`src/rtl/alu_exec_pkg.sv`:
```
// Shared ALU definitions: operation codes, shift kinds and the result record.
// Every ALU block imports this package instead of redefining the OP_* codes.
package alu_exec_pkg;

  localparam logic [3:0] OP_ADD  = 4'd0;
  localparam logic [3:0] OP_SUB  = 4'd1;
  localparam logic [3:0] OP_XOR  = 4'd2;
  localparam logic [3:0] OP_OR   = 4'd3;
  localparam logic [3:0] OP_AND  = 4'd4;
  localparam logic [3:0] OP_SLL  = 4'd5;
  localparam logic [3:0] OP_SRL  = 4'd6;
  localparam logic [3:0] OP_SRA  = 4'd7;
  localparam logic [3:0] OP_SLT  = 4'd8;
  localparam logic [3:0] OP_SLTU = 4'd9;
  localparam logic [3:0] OP_BGE  = 4'd10;
  localparam logic [3:0] OP_BGEU = 4'd11;
  localparam logic [3:0] OP_EEE  = 4'd15;

  typedef enum logic [1:0] {
    SH_SLL = 2'd0,
    SH_SRL = 2'd1,
    SH_SRA = 2'd2
  } shift_kind_t;

  typedef struct packed {
    logic [31:0] value;
    logic        err;
  } alu_res_t;

  function automatic logic is_shift(input logic [3:0] func);
    return (func == OP_SLL) || (func == OP_SRL) || (func == OP_SRA);
  endfunction

  function automatic shift_kind_t shift_kind(input logic [3:0] func);
    case (func)
      OP_SRL:  shift_kind = SH_SRL;
      OP_SRA:  shift_kind = SH_SRA;
      default: shift_kind = SH_SLL;
    endcase
  endfunction

endpackage

```
`src/rtl/alu_exec_if.sv`:
```
// Request/result handshake bundle between the issue stage and the ALU.
interface alu_exec_if;

  logic        in_valid;
  logic        in_ready;
  logic [3:0]  alu_func;
  logic [31:0] in_a;
  logic [31:0] in_b;
  logic        out_valid;
  logic        out_ready;
  logic [31:0] out_result;
  logic        out_zero;
  logic        out_err;

  modport master (
    output in_valid, alu_func, in_a, in_b, out_ready,
    input  in_ready, out_valid, out_result, out_zero, out_err
  );

  modport slave (
    input  in_valid, alu_func, in_a, in_b, out_ready,
    output in_ready, out_valid, out_result, out_zero, out_err
  );

endinterface

```
`src/rtl/alu_shift_step.sv`:
```
// Single-bit shift of a 32-bit word; the iterative shifter applies it once per cycle.
module alu_shift_step
  import alu_exec_pkg::*;
(
  input  shift_kind_t kind,
  input  logic [31:0] word,
  output logic [31:0] shifted
);

  // one-position shift selected by kind; SRA keeps the sign bit
  always_comb begin
    shifted = word;
    case (kind)
      SH_SLL:  shifted = {word[30:0], 1'b0};
      SH_SRL:  shifted = {1'b0, word[31:1]};
      SH_SRA:  shifted = {word[31], word[31:1]};
      default: shifted = {word[30:0], 1'b0};
    endcase
  end

endmodule

```
`src/rtl/alu_exec.sv`:
```
// Handshaked ALU execute unit: single-cycle logic/arithmetic ops, iterative shifts,
// result held in DONE until the consumer takes it.
module alu_exec
  import alu_exec_pkg::*;
(
  input  logic      clk,
  input  logic      reset,
  alu_exec_if.slave bus
);

  localparam logic [1:0] ST_IDLE  = 2'd0;
  localparam logic [1:0] ST_SHIFT = 2'd1;
  localparam logic [1:0] ST_DONE  = 2'd2;

  logic [1:0]  state;
  logic [31:0] result;
  logic        zero;
  logic        err;
  logic [31:0] work;
  logic [4:0]  cnt;
  shift_kind_t kind;
  logic [31:0] step_out;
  logic        accept;
  alu_res_t    op_res;

  function automatic alu_res_t alu_eval(input logic [3:0] func,
                                        input logic [31:0] a,
                                        input logic [31:0] b);
    alu_res_t r;
    r.err = 1'b0;
    case (func)
      OP_ADD:  r.value = a + b;
      OP_SUB:  r.value = a - b;
      OP_XOR:  r.value = a ^ b;
      OP_OR:   r.value = a | b;
      OP_AND:  r.value = a & b;
      OP_SLT:  r.value = {31'b0, ($signed(a) < $signed(b))};
      OP_SLTU: r.value = {31'b0, (a < b)};
      OP_BGE:  r.value = {31'b0, ($signed(a) >= $signed(b))};
      OP_BGEU: r.value = {31'b0, (a >= b)};
      // a zero-distance shift completes immediately with the operand unchanged
      OP_SLL, OP_SRL, OP_SRA: r.value = a;
      default: begin
        r.value = 32'h0;
        r.err   = 1'b1;
      end
    endcase
    return r;
  endfunction

  // a finished result can be handed over and a new request taken in the same cycle
  assign bus.in_ready   = (state == ST_IDLE) || ((state == ST_DONE) && bus.out_ready);
  assign accept         = bus.in_valid && bus.in_ready;
  assign bus.out_valid  = (state == ST_DONE);
  assign bus.out_result = result;
  assign bus.out_zero   = zero;
  assign bus.out_err    = err;

  alu_shift_step u_shift_step (
    .kind    (kind),
    .word    (work),
    .shifted (step_out)
  );

  // evaluate the single-cycle result from the live request operands
  always_comb begin
    op_res = alu_eval(bus.alu_func, bus.in_a, bus.in_b);
  end

  // control FSM, result register and iterative shifter state
  always_ff @(posedge clk) begin
    if (reset) begin
      state  <= ST_IDLE;
      result <= 32'h0;
      zero   <= 1'b1;
      err    <= 1'b0;
      work   <= 32'h0;
      cnt    <= 5'd0;
      kind   <= SH_SLL;
    end else begin
      case (state)
        ST_SHIFT: begin
          work <= step_out;
          cnt  <= cnt - 5'd1;
          if (cnt == 5'd1) begin
            state  <= ST_DONE;
            result <= step_out;
            zero   <= (step_out == 32'h0);
            err    <= 1'b0;
          end else begin
            state <= ST_SHIFT;
          end
        end
        ST_IDLE, ST_DONE: begin
          if (accept) begin
            if (is_shift(bus.alu_func) && (bus.in_b[4:0] != 5'd0)) begin
              state <= ST_SHIFT;
              work  <= bus.in_a;
              cnt   <= bus.in_b[4:0];
              kind  <= shift_kind(bus.alu_func);
            end else begin
              state  <= ST_DONE;
              result <= op_res.value;
              zero   <= (op_res.value == 32'h0);
              err    <= op_res.err;
            end
          end else if ((state == ST_DONE) && bus.out_ready) begin
            state <= ST_IDLE;
          end else begin
            state <= state;
          end
        end
        default: state <= ST_IDLE;
      endcase
    end
  end

endmodule

```
`src/flat_wrapper.sv`:
```
// flat-port wrapper written by rule: the top's interface ports become plain ports
module alu_exec_flat import alu_exec_pkg::*;
  (clk, reset, bus_in_valid, bus_alu_func, bus_in_a, bus_in_b, bus_out_ready, bus_in_ready, bus_out_valid, bus_out_result, bus_out_zero, bus_out_err);
  alu_exec_if bus_i ();
  input  logic clk;
  input  logic reset;
  input wire logic [$bits(bus_i.in_valid)-1:0] bus_in_valid;
  input wire logic [$bits(bus_i.alu_func)-1:0] bus_alu_func;
  input wire logic [$bits(bus_i.in_a)-1:0] bus_in_a;
  input wire logic [$bits(bus_i.in_b)-1:0] bus_in_b;
  input wire logic [$bits(bus_i.out_ready)-1:0] bus_out_ready;
  output wire logic [$bits(bus_i.in_ready)-1:0] bus_in_ready;
  output wire logic [$bits(bus_i.out_valid)-1:0] bus_out_valid;
  output wire logic [$bits(bus_i.out_result)-1:0] bus_out_result;
  output wire logic [$bits(bus_i.out_zero)-1:0] bus_out_zero;
  output wire logic [$bits(bus_i.out_err)-1:0] bus_out_err;
  assign bus_i.in_valid = bus_in_valid;
  assign bus_i.alu_func = bus_alu_func;
  assign bus_i.in_a = bus_in_a;
  assign bus_i.in_b = bus_in_b;
  assign bus_i.out_ready = bus_out_ready;
  assign bus_in_ready = bus_i.in_ready;
  assign bus_out_valid = bus_i.out_valid;
  assign bus_out_result = bus_i.out_result;
  assign bus_out_zero = bus_i.out_zero;
  assign bus_out_err = bus_i.out_err;
  alu_exec u_core (.clk(clk), .reset(reset), .bus(bus_i));
endmodule
```
`config.mk`:
```
export PLATFORM = sky130hd
export DESIGN_NAME = alu_exec_flat
export DESIGN_NICKNAME = d
export VERILOG_FILES = /design/src/rtl/alu_exec_pkg.sv /design/src/rtl/alu_exec_if.sv /design/src/rtl/alu_shift_step.sv /design/src/rtl/alu_exec.sv /design/src/flat_wrapper.sv
export SDC_FILE = /design/constraint.sdc
export NUM_CORES = 1
export LEC_CHECK = 0
export ABC_CLOCK_PERIOD_IN_PS = 4050
export CAP_MARGIN = 20
export CORE_ASPECT_RATIO = 0.5
export CORE_MARGIN = 3
export CORE_UTILIZATION = 47
export DETAILED_ROUTE_END_ITERATION = 16
export DONT_BUFFER_PORTS = 1
export SETUP_SLACK_MARGIN = 0.2
export SLEW_MARGIN = 10
export SYNTH_ARGS = -nofsm -noshare
export SYNTH_HDL_FRONTEND = slang
export SYNTH_HIERARCHICAL = 1
export SYNTH_SLANG_ARGS = --single-unit
```
`constraint.sdc`:
```
create_clock -name clk -period 4.05 [get_ports clk]
set_input_delay 0.405 -clock clk [delete_from_list [all_inputs] [get_ports clk]]
set_output_delay 0.405 -clock clk [all_outputs]
set_load 0.02 [all_outputs]
```
* Yosys cells after proc, flatten, opt, wreduce, memory -nomap -nowiden *
Index checks and enable logic that the tools add are counted.

word-level totals
  bits in registers = 75
  output and inout port bits = 36
  logic and storage cells = 83

cells by class
  add/subtract/negate cells = 3
  magnitude comparators = 4
  equality and inequality tests = 21
  multiplexer cells = 27
  bitwise operators = 3
  reductions and logical operators = 18

operators by type and width
  operator                                              count
  case mux 32 bit (10 select lines)                     1
  case mux 32 bit (2 select lines)                      3
  2-to-1 mux 32 bit                                     5
  >= comparator 32 bit                                  2
  zero test 32 bit                                      2
  less-than comparator 32 bit                           2
  adder 32 bit                                          1
  bitwise AND 32 bit                                    1
  bitwise OR 32 bit                                     1
  subtractor 32 bit                                     1
  XOR 32 bit                                            1
  equality test 4 x 3 -> 1 bit (second input constant)  4
  equality test 4 bit (second input constant)           4
  OR reduction 12 bit                                   1
  2-to-1 mux 5 bit                                      2
  case mux 5 bit (2 select lines)                       1
  equality test 4 x 2 -> 1 bit (second input constant)  2
  2-to-1 mux 2 bit                                      4
  case mux 2 bit (2 select lines)                       2
  2-to-1 mux 1 bit                                      7
  != test 2 x 1 -> 1 bit (second input constant)        3
  AND reduction 3 bit                                   2
  equality test 5 x 1 -> 1 bit (second input constant)  1
  nonzero test 5 bit                                    1
  other kinds (15)                                      22

* Depth between registers and ports, before layout *
Gate-level depths: netlist (run 1).

  depth after elaboration = 7
  gate-level depth with buffers = 15

* Cells and area by module *
Netlist (run 1), hierarchy kept.

modules (own cells, without submodules)
  module          times used  cells each  area each (um2)  seq. area each (um2)
  alu_exec        1           1353        9721.8           1501.4
  alu_shift_step  1           112         591.8            0.0

* Least setup slack after synthesis (run 1) *
Ideal clock, no wire load.

  path kind = input to register
  start = in bus_in_a[0]
  end = reg u_core.zero (netlist: u_core/bus.out_zero)
  library setup time = 84 ps
  data arrival time = 3021 ps
  slack = 945 ps
  stages on the path = 15
  buffers on the path = 0
  cell sequence = inv_1 -> ha_1 -> inv_1 -> fa_1 -> nor2b_1 -> o21a_1 -> o211a_1 -> or2_1 -> a21oi_2 -> mux2i_1 -> nor4_1 -> nand4_1 -> and4bb_1 -> nand4_1 -> o31ai_2

on the way
  longest elaborated chain between the ends = 6
  elaborated cells between the ends (all ways) = 14

ends and longest elaborated chain
  item                                       line               text
  start, declared                            flat_wrapper.sv:9  input wire logic [$bits(bus_i.in_a)-1:0] bus_in_a;
  subtractor 32 bit (tied with other cells)  alu_exec.sv:33     OP_SUB: r.value = a - b;
  case mux 32 bit (10 select lines) *        alu_exec.sv:31     case (func)
  zero test 32 bit *                         alu_exec.sv:104    zero <= (op_res.value == 32'h0);
  2-to-1 mux 1 bit *                         alu_exec.sv:96     if (is_shift(bus.alu_func) && (bus.in_b[4:0] != 5'd0)) begin
  2-to-1 mux 1 bit *                         alu_exec.sv:95     if (accept) begin
  case mux 1 bit (2 select lines) *          alu_exec.sv:81     case (state)
  end signal, assigned                       alu_exec.sv:88     zero <= (step_out == 32'h0);
  end signal, assigned                       alu_exec.sv:104
  end, declared                              alu_exec.sv:17     logic zero;

Every way passes the cells marked *; elsewhere a longest branch is shown, timed or not. The select of a mux whose other input is x is not followed.
A chain may end at the register's enable or synchronous reset.

* Worst setup path in the final report (run 1) *
Ends and elaborated chain as after synthesis.

==> results.py, run 1 <==
metrics = {
    "status": {
        "status": "finished, final reports clean",
    },
    "sta": {
        "fin_setup_tns_ns": 0,
        "hold_violations": 0,
        "maxSlewViolCount": 0,
        "rsz0062_at_grt": "true",
        "finalSetupViolCount": 0,
        "worst_slew_pin_slew_ns": 1.029,
        "period_share_pct": 91.61,
        "final.min_clock_period_ns": 3.710,
        "hold_ws_ns": 0.1395,
        "fmax_mhz": 269.5,
        "max_slew_margin_pct": 31.14,
        "finClkSkew_ns": 0.008879,
    },
    "clocking": {
        "cts_buffers": 9,
        "cts_resized": 1,
        "clk_latency_ns": 0.33,
        "clk_pin_slew_ns": 0.06,
        "cts_buffer_depth": 2,
        "cts_setup_buffers": 0,
        "htreeDepth": 3,
        "cts_sinks": 75,
        "cts-root-buf": "clkbuf_16",
        "hold_buffers": 0,
        "cts_tree": "yes",
    },
    "final_layout": {
        "nNetsFinal": 1600,
        "layout_common_cells": "174 x nand2_1, 140 x nor2_1, 122 x a21oi_1",
        "fillCellCount": 2153,
        "final_common_cell": "nand2_1",
        "drive_gt1_share_pct": 9.231,
        "syn_to_final_growth_pct": 4.149,
    },
    "global_route": {
        "grt_pass1_vias": 10290,
        "grt-ovfl-total": 0,
        "track_usage_pct": 34.28,
        "antenna_found_initial": 1,
        "grt_pass1_wl_um": 63970,
        "grt_max_degree": 78,
    },
    "drt": {
        "wl_per_cell_um": 24.97,
        "dr.pass1.iters": 6,
        "drt-vias-per-instance": 6.590,
        "routed_wl_um": 43030,
        "ant_nets": 0,
        "first_iter_violations": 1319,
        "post-route-drc-count": 0,
        "vias": 11360,
    },
    "place": {
        "dp_hpwl_um": 33570,
        "port_buffers": 0,
        "gp_congestion": 1.023,
    },
    "synth": {
        "synth-edff-count": 0,
        "ys_seq_area_share_pct": 14.56,
        "synth_top_area_share_pct": 14.56,
        "syn-cell-area_um2": 10310,
        "ys_ff_latch": 75,
        "ys_top_cells_by_area": "dfxtp_1 15%, ha_1 12%, nand2_1 6.3%, a21oi_1 5.9%, mux2i_1 5.4%",
        "ys.flop_type": "dfxtp_1",
        "async_reset_ff_share_pct": 0,
        "synth_area_leader_cell": "dfxtp_1",
        "synth_cell_types": 99,
        "synth_fp_nets": 1639,
        "syn-instance-count": 1465,
        "syn_area_per_cell_um2": 7.040,
        "synth_warnings": 6,
    },
    "critical_path": {
        "cp.arrival_ns": 3.96,
        "startpoint_type": "input port",
        "critPathRequiredTime_ns": 4.30,
        "endpoint_kind": "flip-flop",
        "worst-path-max-fanout": 4,
        "crit_type": "input port to flip-flop",
    },
    "hold_path": {
        "hold_path_class": "input port to flip-flop",
    },
    "floorplan": {
        "rows": 37,
        "die_area_um2": 23870,
        "fp.dieW_um": 215.5,
        "start_util_pct": 49.07,
        "io_pins": 108,
        "core-area_um2": 21020,
        "die_h_um": 110.7,
    },
    "power": {
        "ir_drop_mv": 0.2080,
        "leakage_nw": 4.308,
        "pwr_density_cell_nw_per_um2": 263.5,
    },
    "flow_run": {
        "cap_violations": 0,
    },
}
-- final cells by class --
class,count,area (um2),area share (%)
clock buffers,11,242.7,2.260
well taps,292,365.4,3.401
diodes,1,2.502,0.02330
repair buffers,55,412.9,3.844
inverters,99,371.6,3.460
flip-flops and latches,75,1503,13.99
clock inverters,4,27.53,0.2563
multi-input cells,1186,7816,72.77
-- power by group --
group / leakage, nW / switching, W / internal (W)
clock network: 0.135 / 0.000308 / 0.000428
registers: 0.613 / 0.0000708 / 0.000787
logic: 3.56 / 0.000796 / 0.000440
total: 4.31 / 0.00117 / 0.00166
-- registers in the layout, indices dropped and copies added, names as in the netlist --
signal,cells
u_core/cnt,5
u_core/bus.out_zero,1
u_core/kind,2
u_core/bus.out_result,32
u_core/work,32
u_core/state,2
u_core/bus.out_err,1
-- routing by layer --
metal | routed length (um) | part of all wire, % | GRT usage, %
met4 | 515 | 1.2 | 6.245
met3 | 5608 | 13 | 9.611
met5 | 0 | 0 | 0
met1 | 20330 | 47 | 52.80
met2 | 16570 | 39 | 46.75
-- cells in the mapped netlist, types with 8 or more instances --
library cell,count
nor4_1,22
o21a_1,11
o21bai_1,9
a21o_1,13
o22ai_1,16
nor2_1,140
o211ai_1,21
nand3_1,20
inv_1,96
o31ai_1,16
dfxtp_1,75
clkbuf_8,17
a31oi_1,14
o21ai_2,10
nor2b_1,15
ha_1,100
nand2_1,174
o21ai_1,59
mux2i_1,56
nand4_1,15
buf_2,26
nor3_1,39
o21ai_0,70
nand2b_1,22
a211oi_1,36
a311oi_1,22
buf_6,8
xnor2_1,8
or3_1,12
clkbuf_1,42
a21oi_1,122
-- through the flow --
stage | util [%] | setup WS (ns) | total power, W | instance area, um2 | std cells
2_1_floorplan | - | 0.9447 | 0.001729 | 10310 | 1465
3_3_place_gp | 49.67 | -0.2456 | 0.002047 | 10440 | 1707
3_5_place_dp | 49.67 | -0.2438 | 0.002051 | 10440 | 1707
4_1_cts | 50.98 | 0.3344 | 0.002786 | 10720 | 1722
5_1_grt | 51.10 | 0.1432 | 0.002960 | 10740 | 1722
6_report | 51.11 | 0.3397 | 0.002830 | 10740 | 1723
-- worst max-delay path, cell delays in order --
cell and delay, ns:
inv_1 0.07, ha_1 0.18, inv_1 0.06, fa_1 0.42
nor2b_1 0.21, o311ai_1 0.55, a211oi_2 0.21, nand3b_1 0.20
o21ai_0 0.57, o41ai_1 0.17, a2bb2oi_1 0.17, a21oi_1 0.26
and2_1 0.18, nand4_1 0.10, o31ai_2 0.21
-- kinds of logic after synthesis --
| kind of cell | count (synthesis) | share of synthesized area [%] |
|---|---|---|
| flops | 75 | 14.56 |
| buf+inv | 204 | 10.20 |
| compound gates | 513 | 32.96 |
| simple gates | 505 | 23.32 |
| xor+xnor | 8 | 0.6794 |
| fa+ha+maj | 102 | 12.52 |
| mux | 58 | 5.762 |
-- final timing paths --
check	startpoint	to	slack, ns	depth (start not counted)
max	bus_in_a[0]	u_core/bus.out_zero$_SDFFE_PP1P_	0.34	15
min	reset	u_core/bus.out_result[0]$_SDFFE_PP0P_	0.14	1
max reg2reg	u_core/kind[0]$_SDFFE_PP0P_	u_core/bus.out_zero$_SDFFE_PP1P_	0.96	9
min reg2reg	u_core/work[0]$_SDFFE_PP0P_	u_core/work[0]$_SDFFE_PP0P_	0.50	2
Note: power is estimated with default switching activity, not from simulation.
==> inputs of run 2 (changes only) <==
--- a/config.mk
+++ b/config.mk
@@ -7,12 +7,15 @@
 export LEC_CHECK = 0
 export ABC_CLOCK_PERIOD_IN_PS = 4050
 export CAP_MARGIN = 20
+export CELL_PAD_IN_SITES_DETAIL_PLACEMENT = 2
+export CELL_PAD_IN_SITES_GLOBAL_PLACEMENT = 2
 export CORE_ASPECT_RATIO = 0.5
-export CORE_MARGIN = 3
-export CORE_UTILIZATION = 47
+export CORE_MARGIN = 2
+export CORE_UTILIZATION = 38
 export DETAILED_ROUTE_END_ITERATION = 16
 export DONT_BUFFER_PORTS = 1
-export SETUP_SLACK_MARGIN = 0.2
+export PLACE_DENSITY_LB_ADDON = 0.1
+export SETUP_SLACK_MARGIN = 0.1
 export SLEW_MARGIN = 10
 export SYNTH_ARGS = -nofsm -noshare
 export SYNTH_HDL_FRONTEND = slang
==> run 2 against run 1 <==
Effect of this change:
- critical path depth decreased by 2
- clock-buffer cell count rose by 2
- cell area decreased by 0.23%
- routed wire length is 17% higher
- die area up 20%
- register-to-register slack got worse by 0.12 ns
- fmax fell by 0.37%
- non-clock buffer count shrank 8
- core utilization shrank 11 points
- clock power is 2% lower
- global-route usage up 0.84 points
- sequential cell count stayed put
- largest cell class unchanged
- largest power group unchanged
- highest routed layer unchanged
==> results.py, run 2 (synthesis gave the netlist of run 1 again) <==
metrics = {
    "floorplan": {
        "fp.dieW_um": 237.0,
        "die_area_um2": 28560,
        "rows": 42,
        "core-area_um2": 26540,
        "io_pins": 108,
        "die_h_um": 120.5,
        "start_util_pct": 38.86,
    },
    "critical_path": {
        "path_cells": "inv_1, ha_1, nor4_1, nand3_1, a211oi_1, nor4_1, nand3_1, a21boi_1, nor3b_1, nand3_1, nor3_1, nand4_1, o31ai_2",
        "cp_slowest_stage_delay_ns": 0.67,
        "cp.arrival_ns": 3.98,
        "critPathRequiredTime_ns": 4.31,
        "crit_type": "input port to flip-flop",
        "reg2reg_depth": 8,
        "cp_num_buf_inv": 1,
        "r2r-end": "u_core/bus.out_zero$_SDFFE_PP1P_",
        "startpoint_type": "input port",
        "r2r-start": "u_core/kind[0]$_SDFFE_PP0P_",
        "cpMostUsedCell": "nand3_1",
        "worst-path-max-fanout": 13,
        "endpoint_kind": "flip-flop",
        "path_delay_family": "simple AND/OR/NAND/NOR gates",
        "slowest_stage": "nor4_1",
        "reg2reg_slack_ns": 0.84,
    },
    "power": {
        "pwr_density_cell_nw_per_um2": 266.8,
        "leakage_nw": 4.254,
        "ir_drop_mv": 0.1624,
        "finalPower_w": 0.002859,
    },
    "sta": {
        "finClkSkew_ns": 0.006263,
        "hold_ws_ns": 0.1403,
        "final.min_clock_period_ns": 3.724,
        "worst_slew_pin_slew_ns": 1.013,
        "rsz0062_at_grt": "false",
        "finalSetupViolCount": 0,
        "fmax_mhz": 268.5,
        "fin_setup_tns_ns": 0,
        "maxSlewViolCount": 0,
        "hold_violations": 0,
        "max_slew_margin_pct": 32.50,
        "period_share_pct": 91.96,
    },
    "clocking": {
        "cts_buffer_depth": 2,
        "cts_buffers": 9,
        "cts_tree": "yes",
        "clk_pin_slew_ns": 0.06,
        "cts-root-buf": "clkbuf_16",
        "cts_sinks": 75,
        "htreeDepth": 3,
        "clk_latency_ns": 0.34,
        "hold_buffers": 0,
    },
    "final_layout": {
        "syn_to_final_growth_pct": 3.906,
        "n_antenna_cell": 0,
        "nNetsFinal": 1592,
        "drive_gt1_share_pct": 8.292,
        "final_common_cell": "nand2_1",
        "layout_common_cells": "174 x nand2_1, 140 x nor2_1, 122 x a21oi_1",
        "finish.utilization_pct": 40.38,
    },
    "global_route": {
        "grtUsageMet1_pct": 50.92,
        "grtUsageMet3_pct": 5.525,
        "grt_pass1_wl_um": 75980,
        "top_usage_layer": "met2",
        "gr-usage-met2_pct": 54.71,
        "antenna_found_initial": 0,
        "grt-ovfl-total": 0,
        "track_usage_pct": 35.13,
        "grt_pass1_vias": 12020,
        "grt_max_degree": 78,
    },
    "flow_run": {
        "cap_violations": 0,
    },
    "hold_path": {
        "hold_path_end": "u_core/bus.out_result[9]$_SDFFE_PP0P_",
        "hold_path_class": "input port to flip-flop",
        "hold_depth": 1,
        "holdCritStartpoint": "reset",
    },
    "drt": {
        "drt-vias-per-instance": 6.562,
        "first_iter_violations": 1037,
        "wl_per_cell_um": 28.47,
        "dr.pass1.iters": 5,
        "post-route-drc-count": 0,
        "routed_wl_um": 50540,
        "ant_nets": 0,
        "vias": 11650,
    },
    "status": {
        "status": "finished, final reports clean",
    },
    "place": {
        "dp_hpwl_um": 39810,
        "port_buffers": 0,
        "gp_congestion": 0.9619,
    },
}
[run 2: cell count changes in the layout (fill, tap and decap cells not counted), sizes merged]
cell    change
buf         -8
clkbuf      +2
clkinv      -1
diode       -1
[run 2: layout make-up]
type                       instances  area, um2
fill                            3210      15820
timing repair buffer              47      352.8
inverter                          99      371.6
sequential                        75       1503
multi-input combinational       1186       7794
tap                              352      440.4
clock inverter                     3      15.01
clock buffer                      13      240.2
[run 2: worst max-delay path by stage]
stage / start / end / slack, ns / cells past startpoint
2_1_floorplan: bus_in_a[0] / u_core/bus.out_zero$_SDFFE_PP1P_ / 0.94 / 15
3_3_place_gp: bus_in_a[15] / u_core/bus.out_zero$_SDFFE_PP1P_ / 0.20 / 13
3_5_place_dp: bus_in_b[12] / u_core/bus.out_zero$_SDFFE_PP1P_ / 0.03 / 13
4_1_cts: bus_in_b[12] / u_core/bus.out_zero$_SDFFE_PP1P_ / 0.36 / 13
5_1_grt: bus_in_b[7] / u_core/bus.out_zero$_SDFFE_PP1P_ / 0.11 / 13
6_report: bus_in_a[16] / u_core/bus.out_zero$_SDFFE_PP1P_ / 0.33 / 13
[run 2: routing by layer]
layer | share of wire, % | routed length, um | up-vias
met3 | 7.2 | 3620 | 54
met4 | 1.6 | 833 | 0
met1 | 49 | 24620 | 5964
met5 | 0 | 0 | -
li1 | - | - | 5221
met2 | 42 | 21470 | 409
[run 2: timing repair]
action	in CTS	in global routing
hold endpoints to repair	0	0
setup buffers	0	0
gates resized for setup	0	1
setup endpoints to repair	0	1
[run 2: worst register-to-register path: cells and delay by family, from the launching register on]
family	cells	cell delay [ns]
flops	1	0.37
buf+inv	1	0.07
compound gates	3	0.71
simple gates	3	1.01
fa+ha+maj	1	0.99
[run 2: metrics by stage]
| stage | instances | worst slack [ns] | cell area [um2] |
|---|---|---|---|
| final | 1775 | 0.3257 | 10720 |
| after CTS | 1775 | 0.3637 | 10710 |
| after detailed placement | 1759 | 0.03141 | 10460 |
| after global routing | 1775 | 0.1062 | 10720 |
| after floorplan | 1465 | 0.9447 | 10310 |
| after global placement | 1759 | 0.1989 | 10460 |
[run 2: power by group]
group          internal [W]  total (W)  leakage (nW)  switching, W
clock              0.000413   0.000719         0.127      0.000306
sequential         0.000788   0.000861         0.613     0.0000736
combinational      0.000432    0.00128          3.51      0.000847
==> inputs of run 3 (changes only) <==
--- a/config.mk
+++ b/config.mk
@@ -21,3 +21,4 @@
 export SYNTH_HDL_FRONTEND = slang
 export SYNTH_HIERARCHICAL = 1
 export SYNTH_SLANG_ARGS = --single-unit
+export TNS_END_PERCENT = 1
==> results of run 3 <==
No change in the layout: final DEF, timing and power equal those of run 2.
